[config.mk]
export PLATFORM = sky130hd
export DESIGN_NAME = m10k_row_transpose_ctrl
export DESIGN_NICKNAME = d
export VERILOG_FILES = /design/src/rtl/m10k_row_transpose_ctrl.sv
export SDC_FILE = /design/constraint.sdc
export NUM_CORES = 2
export LEC_CHECK = 0
export ABC_CLOCK_PERIOD_IN_PS = 54600
export BUFFER_PORTS_ARGS = -buffer_cell sky130_fd_sc_hd__buf_2
export CELL_PAD_IN_SITES_DETAIL_PLACEMENT = 1
export CELL_PAD_IN_SITES_GLOBAL_PLACEMENT = 2
export CORE_MARGIN = 2
export CORE_UTILIZATION = 49
export CTS_CLUSTER_DIAMETER = 50
export DETAILED_ROUTE_END_ITERATION = 12
export GPL_TIMING_DRIVEN = 0
export HOLD_SLACK_MARGIN = 0.06
export PLACE_DENSITY_LB_ADDON = 0.1
export SLEW_MARGIN = 20
export SYNTH_ARGS = -nofsm -noshare
export SYNTH_HDL_FRONTEND = slang
export SYNTH_SLANG_ARGS = --single-unit
[constraint.sdc]
create_clock -name i_clk -period 54.6 [get_ports i_clk]
set_input_delay 2.73 -clock i_clk [delete_from_list [all_inputs] [get_ports i_clk]]
set_output_delay 2.73 -clock i_clk [all_outputs]
set_load 0.05 [all_outputs]
[src/rtl/m10k_row_transpose_ctrl.sv]
// m10k_row_transpose_ctrl
// Reads an MxN block from the M10K row memory one row per cycle into a
// register buffer. It then writes the transposed block back as N rows, so
// each destination row holds one column of the source block.
//
// state | meaning
// ------+--------------------------------------------------------------
// IDLE  | waiting for i_start
// READ  | issuing source row addresses SRC_BASE..SRC_BASE+M-1
// DRAIN | capturing the last row, preloading first transposed row
// WRITE | writing transposed rows DST_BASE..DST_BASE+N-1 (o_wr_en=1)
// DONE  | one-cycle o_done pulse
module m10k_row_transpose_ctrl #(
  parameter int DATA_LEN     = 32,
  parameter int M            = 8,
  parameter int N            = 8,
  parameter int ADDRESS_SIZE = 4,
  parameter int SRC_BASE     = 0,
  parameter int DST_BASE     = 8
) (
  input  logic                    i_clk,
  input  logic                    i_rst,
  input  logic                    i_start,
  output logic                    o_busy,
  output logic                    o_done,
  output logic [ADDRESS_SIZE-1:0] o_read_address,
  input  logic [DATA_LEN*N-1:0]   i_read_data,
  output logic [ADDRESS_SIZE-1:0] o_write_address,
  output logic [DATA_LEN*N-1:0]   o_write_data,
  output logic                    o_wr_en
);

  localparam int RW = (M > 1) ? $clog2(M) : 1;
  localparam int CW = (N > 1) ? $clog2(N) : 1;
  localparam logic [ADDRESS_SIZE-1:0] SRC_A = ADDRESS_SIZE'(SRC_BASE);
  localparam logic [ADDRESS_SIZE-1:0] DST_A = ADDRESS_SIZE'(DST_BASE);

  typedef enum logic [2:0] {
    S_IDLE  = 3'd0,
    S_READ  = 3'd1,
    S_DRAIN = 3'd2,
    S_WRITE = 3'd3,
    S_DONE  = 3'd4
  } state_t;

  state_t                  state_q;
  logic [RW-1:0]           r_q;
  logic [CW-1:0]           c_q;
  logic                    busy_q;
  logic                    done_q;
  logic                    wr_en_q;
  logic [ADDRESS_SIZE-1:0] rd_addr_q;
  logic [ADDRESS_SIZE-1:0] wr_addr_q;
  logic [DATA_LEN*N-1:0]   wr_data_q;

  // Capture buffer: one source row per entry, deliberately not reset.
  logic [DATA_LEN*N-1:0]   row_buf_q [M];

  logic [DATA_LEN*N-1:0]   row_eff   [M];
  logic [CW-1:0]           col_sel_d;
  logic [DATA_LEN*N-1:0]   wr_data_d;

  // Next transposed row. In DRAIN the last source row is still on
  // i_read_data, so it is taken directly from the memory port.
  always_comb begin
    for (int k = 0; k < M; k++) begin
      row_eff[k] = row_buf_q[k];
    end
    if (state_q == S_DRAIN) begin
      row_eff[M-1] = i_read_data;
    end
    col_sel_d = (state_q == S_DRAIN) ? '0 : c_q + CW'(1);
    wr_data_d = '0;
    for (int k = 0; k < M; k++) begin
      wr_data_d[k*DATA_LEN +: DATA_LEN] = row_eff[k][col_sel_d*DATA_LEN +: DATA_LEN];
    end
  end

  // Row capture: data for the address issued last cycle arrives now.
  always_ff @(posedge i_clk) begin
    if (state_q == S_READ && r_q != '0) begin
      row_buf_q[r_q - RW'(1)] <= i_read_data;
    end else if (state_q == S_DRAIN) begin
      row_buf_q[M-1] <= i_read_data;
    end
  end

  // Sequencing FSM with registered memory-side outputs.
  always_ff @(posedge i_clk) begin
    if (i_rst) begin
      state_q   <= S_IDLE;
      r_q       <= '0;
      c_q       <= '0;
      busy_q    <= 1'b0;
      done_q    <= 1'b0;
      wr_en_q   <= 1'b0;
      rd_addr_q <= '0;
      wr_addr_q <= '0;
      wr_data_q <= '0;
    end else begin
      case (state_q)
        S_IDLE: begin
          if (i_start) begin
            state_q   <= S_READ;
            busy_q    <= 1'b1;
            r_q       <= '0;
            rd_addr_q <= SRC_A;
          end
        end
        S_READ: begin
          if (r_q == RW'(M-1)) begin
            state_q <= S_DRAIN;
          end else begin
            r_q       <= r_q + RW'(1);
            rd_addr_q <= rd_addr_q + ADDRESS_SIZE'(1);
          end
        end
        S_DRAIN: begin
          state_q   <= S_WRITE;
          c_q       <= '0;
          wr_en_q   <= 1'b1;
          wr_addr_q <= DST_A;
          wr_data_q <= wr_data_d;
        end
        S_WRITE: begin
          if (c_q == CW'(N-1)) begin
            state_q <= S_DONE;
            wr_en_q <= 1'b0;
            done_q  <= 1'b1;
          end else begin
            c_q       <= c_q + CW'(1);
            wr_addr_q <= wr_addr_q + ADDRESS_SIZE'(1);
            wr_data_q <= wr_data_d;
          end
        end
        S_DONE: begin
          state_q <= S_IDLE;
          done_q  <= 1'b0;
          busy_q  <= 1'b0;
        end
        default: begin
          state_q <= S_IDLE;
          busy_q  <= 1'b0;
          done_q  <= 1'b0;
          wr_en_q <= 1'b0;
        end
      endcase
    end
  end

  assign o_busy          = busy_q;
  assign o_done          = done_q;
  assign o_wr_en         = wr_en_q;
  assign o_read_address  = rd_addr_q;
  assign o_write_address = wr_addr_q;
  assign o_write_data    = wr_data_q;

endmodule
== Word level (Yosys, flattened, before mapping) ==
Memory sizes are Yosys's and may differ from the RTL's.
Cells that the tools add are included.
Word-level totals
  bits of input ports: 259
  bits in writable memories: 2048
  word-level logic and storage cells: 84
  register bits: 276
  memories: 1
  output and inout port bits: 267
Memories
  row_buf_q: words 8, bits a word 256, rd ports 8, clocked after Yosys merged registers in 0, wr ports 1, line 57  | logic [DATA_LEN*N-1:0] row_buf_q [M];
Operators by class
  bitwise logic cells: 3
  $add $sub $neg: 5
  multiplexer cells: 32
  shift operators: 8
  reduce and logical (&&, ||, !) cells: 15
  equality and inequality tests: 11
Operators with widths (number)
  256-bit by 9-bit indexed part select with 32-bit output: 8
  256-bit 2-to-1 mux: 3
  256-bit one-hot mux with 2 select lines: 1
  256-bit OR reduction: 1
  3-bit 2-to-1 mux: 8
  4-bit one-hot mux with 2 select lines: 2
  4-bit 2-to-1 mux: 3
  3-bit one-hot mux with 2 select lines: 2
  3-bit one-hot mux with 4 select lines: 1
  3-bit equality test (second input constant): 3
  1-bit 2-to-1 mux: 9
  3-bit OR reduction: 3
  4-bit by 1-bit adder with 4-bit output (second input constant): 2
  2-bit != test (second input constant): 4
  2-bit AND reduction: 4
  3-bit by 1-bit adder with 3-bit output (second input constant): 2
  3-bit by 2-bit equality test with 1-bit output (second input constant): 2
  3-bit AND reduction: 2
  1-bit one-hot mux with 2 select lines: 2
  2-bit nonzero test: 2
  3-bit by 1-bit equality test with 1-bit output (second input constant): 1
  3-bit zero test: 1
  1-bit inverter: 3
  1-bit one-hot mux with 3 select lines: 1
  4 further kinds: 4

== Logic depth before layout (Yosys ltp) ==
  depth in word-level cells: 6
  depth in mapped cells: 12
  depth with buffers taken out: 7

== Worst setup path before layout ==
No wires, ideal clock.
  path type: register -> register
  start: reg r_q[0]
  end: mem row_buf_q[3][0] (netlist name), enable pin
  library setup time: 1499 ps
  required time: 53101 ps
  path buffers: 0
  period minus slack after synthesis: 26711 ps
  stages on the path, launching flop included: 8
  setup slack: 27889 ps
  arrival time: 25213 ps
  path through: dfxtp_1 -> inv_1 -> ha_1 -> nand2b_1 -> nand2_1 -> nor3_1 -> o21bai_1 -> nor4_1
Between the ends
  longest elaborated chain between the ends: 6
  elaborated cells on any way between the ends: 10
  classes of those cells: 1 x add/sub; 6 x mux; 3 x reduce/logical
RTL lines
  from (decl): line 47  | logic [RW-1:0] r_q;
  from (signal assigned): line 114  | r_q <= r_q + RW'(1);
  3-bit nonzero test: line 81  | if (state_q == S_READ && r_q != '0) begin
  1-bit logical AND: line 81
  1-bit 2-to-1 mux: line 81
  1-bit 2-to-1 mux (implied by the code): line 84  | row_buf_q[M-1] <= i_read_data;
  256-bit OR reduction (no source line)
  3-bit 2-to-1 mux (no source line) / 1-bit 2-to-1 mux (equally long branches)
  to (decl): line 57
Parallel ways exist; a longest one is shown, timed or not.

== Worst setup path after layout ==
  start: reg state_q[0]
  end: mem row_buf_q[2][48] (netlist name), enable pin
Between the ends
  longest elaborated chain between the ends: 6
  elaborated cells on any way between the ends: 11
  classes of those cells: 2 x eq/ne; 7 x mux; 2 x reduce/logical
RTL lines
  from (decl): line 46  | state_t state_q;
  from (signal assigned): line 91  | state_q <= S_IDLE;
  from (signal assigned): line 104  | state_q <= S_READ;
  from (signal assigned): line 112  | state_q <= S_DRAIN;
  3-bit by 2-bit equality test with 1-bit output / 3-bit by 1-bit equality test with 1-bit output (equally long branches): line 83, 81
  1-bit 2-to-1 mux / 1-bit logical AND (equally long branches): line 83, 81
  1-bit 2-to-1 mux: line 81
  1-bit 2-to-1 mux (implied by the code): line 84
  256-bit OR reduction (no source line)
  3-bit 2-to-1 mux (no source line) / 1-bit 2-to-1 mux (equally long branches)
Parallel ways exist; a longest one is shown, timed or not.

==> impl_metrics.tcl <==
set metrics [dict create \
    outcome "complete, no violations" \
    clock_latency_ps 900 \
    ys_seq_area_share_pct 73.95 \
    drt-total-wl_um 364300 \
    grt_overflow 0 \
    skew_ps 31.57 \
    clkTransAtPathRegs_ps 60 \
    start_util_pct 49.40 \
    final-seq-area_um2 67020 \
    synth_area_um2 90640 \
    cts_resized 0 \
    route.detailed.drc 0 \
    die_x_um 434.1 \
    wl_per_cell_um 40.05 \
    period_minus_slack_ps 5796 \
    core_region_area_um2 183500 \
    drive_gt1_share_pct 29.23 \
    rsz0062_at_grt "false" \
    crit_top_cell "buf_2" \
    synth_cells 5466 \
    ir_worst_vdd_mv 0.03147 \
    track_usage_pct 38.21 \
    nNetsFinal 6672 \
    die_area_um2 188400 \
    grt_pass1_wl_um 487500 \
    cp_slowest_stage_delay_ps 480 \
    critPathCaptureType "register" \
    grt_max_degree 30 \
    cts.hold.buffers_added 0 \
    io_pins 526 \
    hold_viol 0 \
    multi_input_area_um2 21790 \
    finalSetupTns_ps 0 \
    synth_edf_count 2048 \
    yosysWarnings 0 \
    syn_to_final_growth_pct 18.06 \
    worstPathMaxFanout 10 \
    cap_violations 0 \
    dp.cells 8626 \
    place_congestion 0.8829 \
    worstPathCellList "clkbuf_1, clkbuf_1, nand4_1, nor4_2, buf_4, buf_2, buf_4, buf_2, buf_2, buf_2, buf_2, buf_2, buf_4, buf_2, buf_4, buf_4, buf_2, buf_2, buf_2" \
    ys_ff_latch 2324 \
    fillers 16933 \
    cp-start-kind "register" \
    dr.pass1.iters 10 \
    synth_top_cell_by_area "edfxtp_1" \
    critPathSlowestCell "nor4_2" \
    syn_avg_cell_area_um2 16.58 \
    synthArstFlopShare_pct 0 \
    crit_arrival_ps 6400 \
    rows 157 \
    max_clock_freq_ghz 0.1725 \
    cts_setup_buffers 0 \
    p_per_area_nw_per_um2 34.67 \
    drtAntennaViolNets 0 \
    setup_viol 0 \
    synth_ff_type "edfxtp_1" \
    antenna_found_initial 20 \
    required_ps 55210 \
    numPortBuffers 524 \
    first_iter_violations 9011 \
    syn_nets 5733 \
    via_per_inst 6.606 \
    hp-class "reg2reg" \
    synthTopCellsByCount "2048 x edfxtp_1, 446 x mux2_2, 278 x clkbuf_1" \
    total_power_mw 3.710 \
    clockBufferDepth 3 \
    clock-root-buffer "clkbuf_16" \
    num_vias 60086 \
    cts_tree "built" \
    worstMarginPinSlew_ps 1406 \
    grt_pass1_vias 59711 \
    synth_top_area_share_pct 67.85 \
    final_max_slew_viol_count 0 \
    instances_no_fill 9095 \
    setup.worst_path.class "reg2reg" \
    synth_cell_types 48 \
    hpwl_um 253500 \
    ys_top_cells_by_area "edfxtp_1 68%, dfxtp_1 6.1%, mux2_2 5.5%" \
    p_leak_nw 35.63 \
    synth_most_common_cell "edfxtp_1" \
    clock-sinks 2324 \
    max_slew_margin_pct 6.283 \
    setup_slack_ps 48800 \
    dp_slack_ps 48950 \
    die_y_um 434.1 \
    period_share_pct 10.62 \
    cts.htree.levels 4 \
    cts-buffers-inserted 239 \
]
## layout by cell type, fill, tap and decap left out, types with 28 or more instances in the layout
cell type and instances:
a22oi_1 37, a222oi_1 223, nor2b_1 225, clkbuf_8 39, buf_12 53, a221oi_1 121
a221oi_2 103, o22ai_1 173, clkbuf_2 84, buf_2 657, o22ai_2 50, clkinv_2 41
mux4_2 64, nand2b_1 226, buf_6 37, nand3_1 225, buf_1 28, o21ai_0 260
mux2_2 446, edfxtp_1 2048, nor2_1 242, clkinv_1 28, clkbuf_16 243, mux2i_1 41
clkbuf_1 248, and3_1 224, dfxtp_1 276
## where the power goes
| part | switching [mW] | internal (mW) | total (mW) |
|---|---|---|---|
| Combinational | 0.0609 | 0.0139 | 0.0748 |
| Sequential | 0.00278 | 1.94 | 1.95 |
| Clock | 0.712 | 0.978 | 1.69 |
## worst max-delay path: cells and delay by family, from the launching register on
kind	cells	cell delay, ps
buffers and inverters	17	4150
AND/OR/NAND/NOR	2	930
flip-flops	1	390
## final timing paths
check                    startpoint                 to  slack [ps]  depth (start not counted)
setup / recovery         state_q[0]   row_buf_q[2][48]       48800                         19
hold / removal    o_write_data[247]  o_write_data[247]         480                          2
setup reg to reg         state_q[0]   row_buf_q[2][48]       48800                         19
hold reg to reg   o_write_data[247]  o_write_data[247]         480                          2
## state kept, by name, summed over array words and instances (netlist names)
register         count
r_q                  3
o_busy               1
o_write_address      4
o_wr_en              1
o_done               1
o_read_address       4
o_write_data       256
c_q                  3
state_q              3
row_buf_q         2048
## kinds of logic after synthesis
logic type      synth area share (%)
flops                          73.95
xor+xnor                     0.03866
fa+ha+maj                     0.1104
compound gates                 9.087
buf+inv                        2.093
mux                            7.584
simple gates                   7.140
## metal layers
metal / up-vias / routed length [um] / global-route usage, %
li1: 23873 / - / -
met1: 31513 / 137400 / 49.53
met2: 3864 / 166100 / 58.64
met3: 824 / 39050 / 10.37
met4: 12 / 21600 / 20.75
met5: - / 158 / 0
## through the flow
stage | utilization (%) | instance area [um2] | hold WS, ps
after global routing | 58.31 | 107000 | 530.0
final | 58.32 | 107000 | 484.3
after global placement | 52.51 | 96340 | 467.8
after detailed placement | 53.86 | 98820 | 476.9
after CTS | 58.28 | 106900 | 490.9
after floorplan | - | 90640 | 480.6
## cell type report
type,instances,area share (%)
Buffer,408,1.858
Multi-Input combinational cell,2728,20.36
Inverter,6,0.02105
Clock buffer,336,6.374
Antenna cell,14,0.03274
Timing Repair Buffer,698,4.640
Clock inverter,117,1.199
Tap cell,2464,2.881
Sequential cell,2324,62.64
Note: power is estimated with default switching activity, not from simulation.
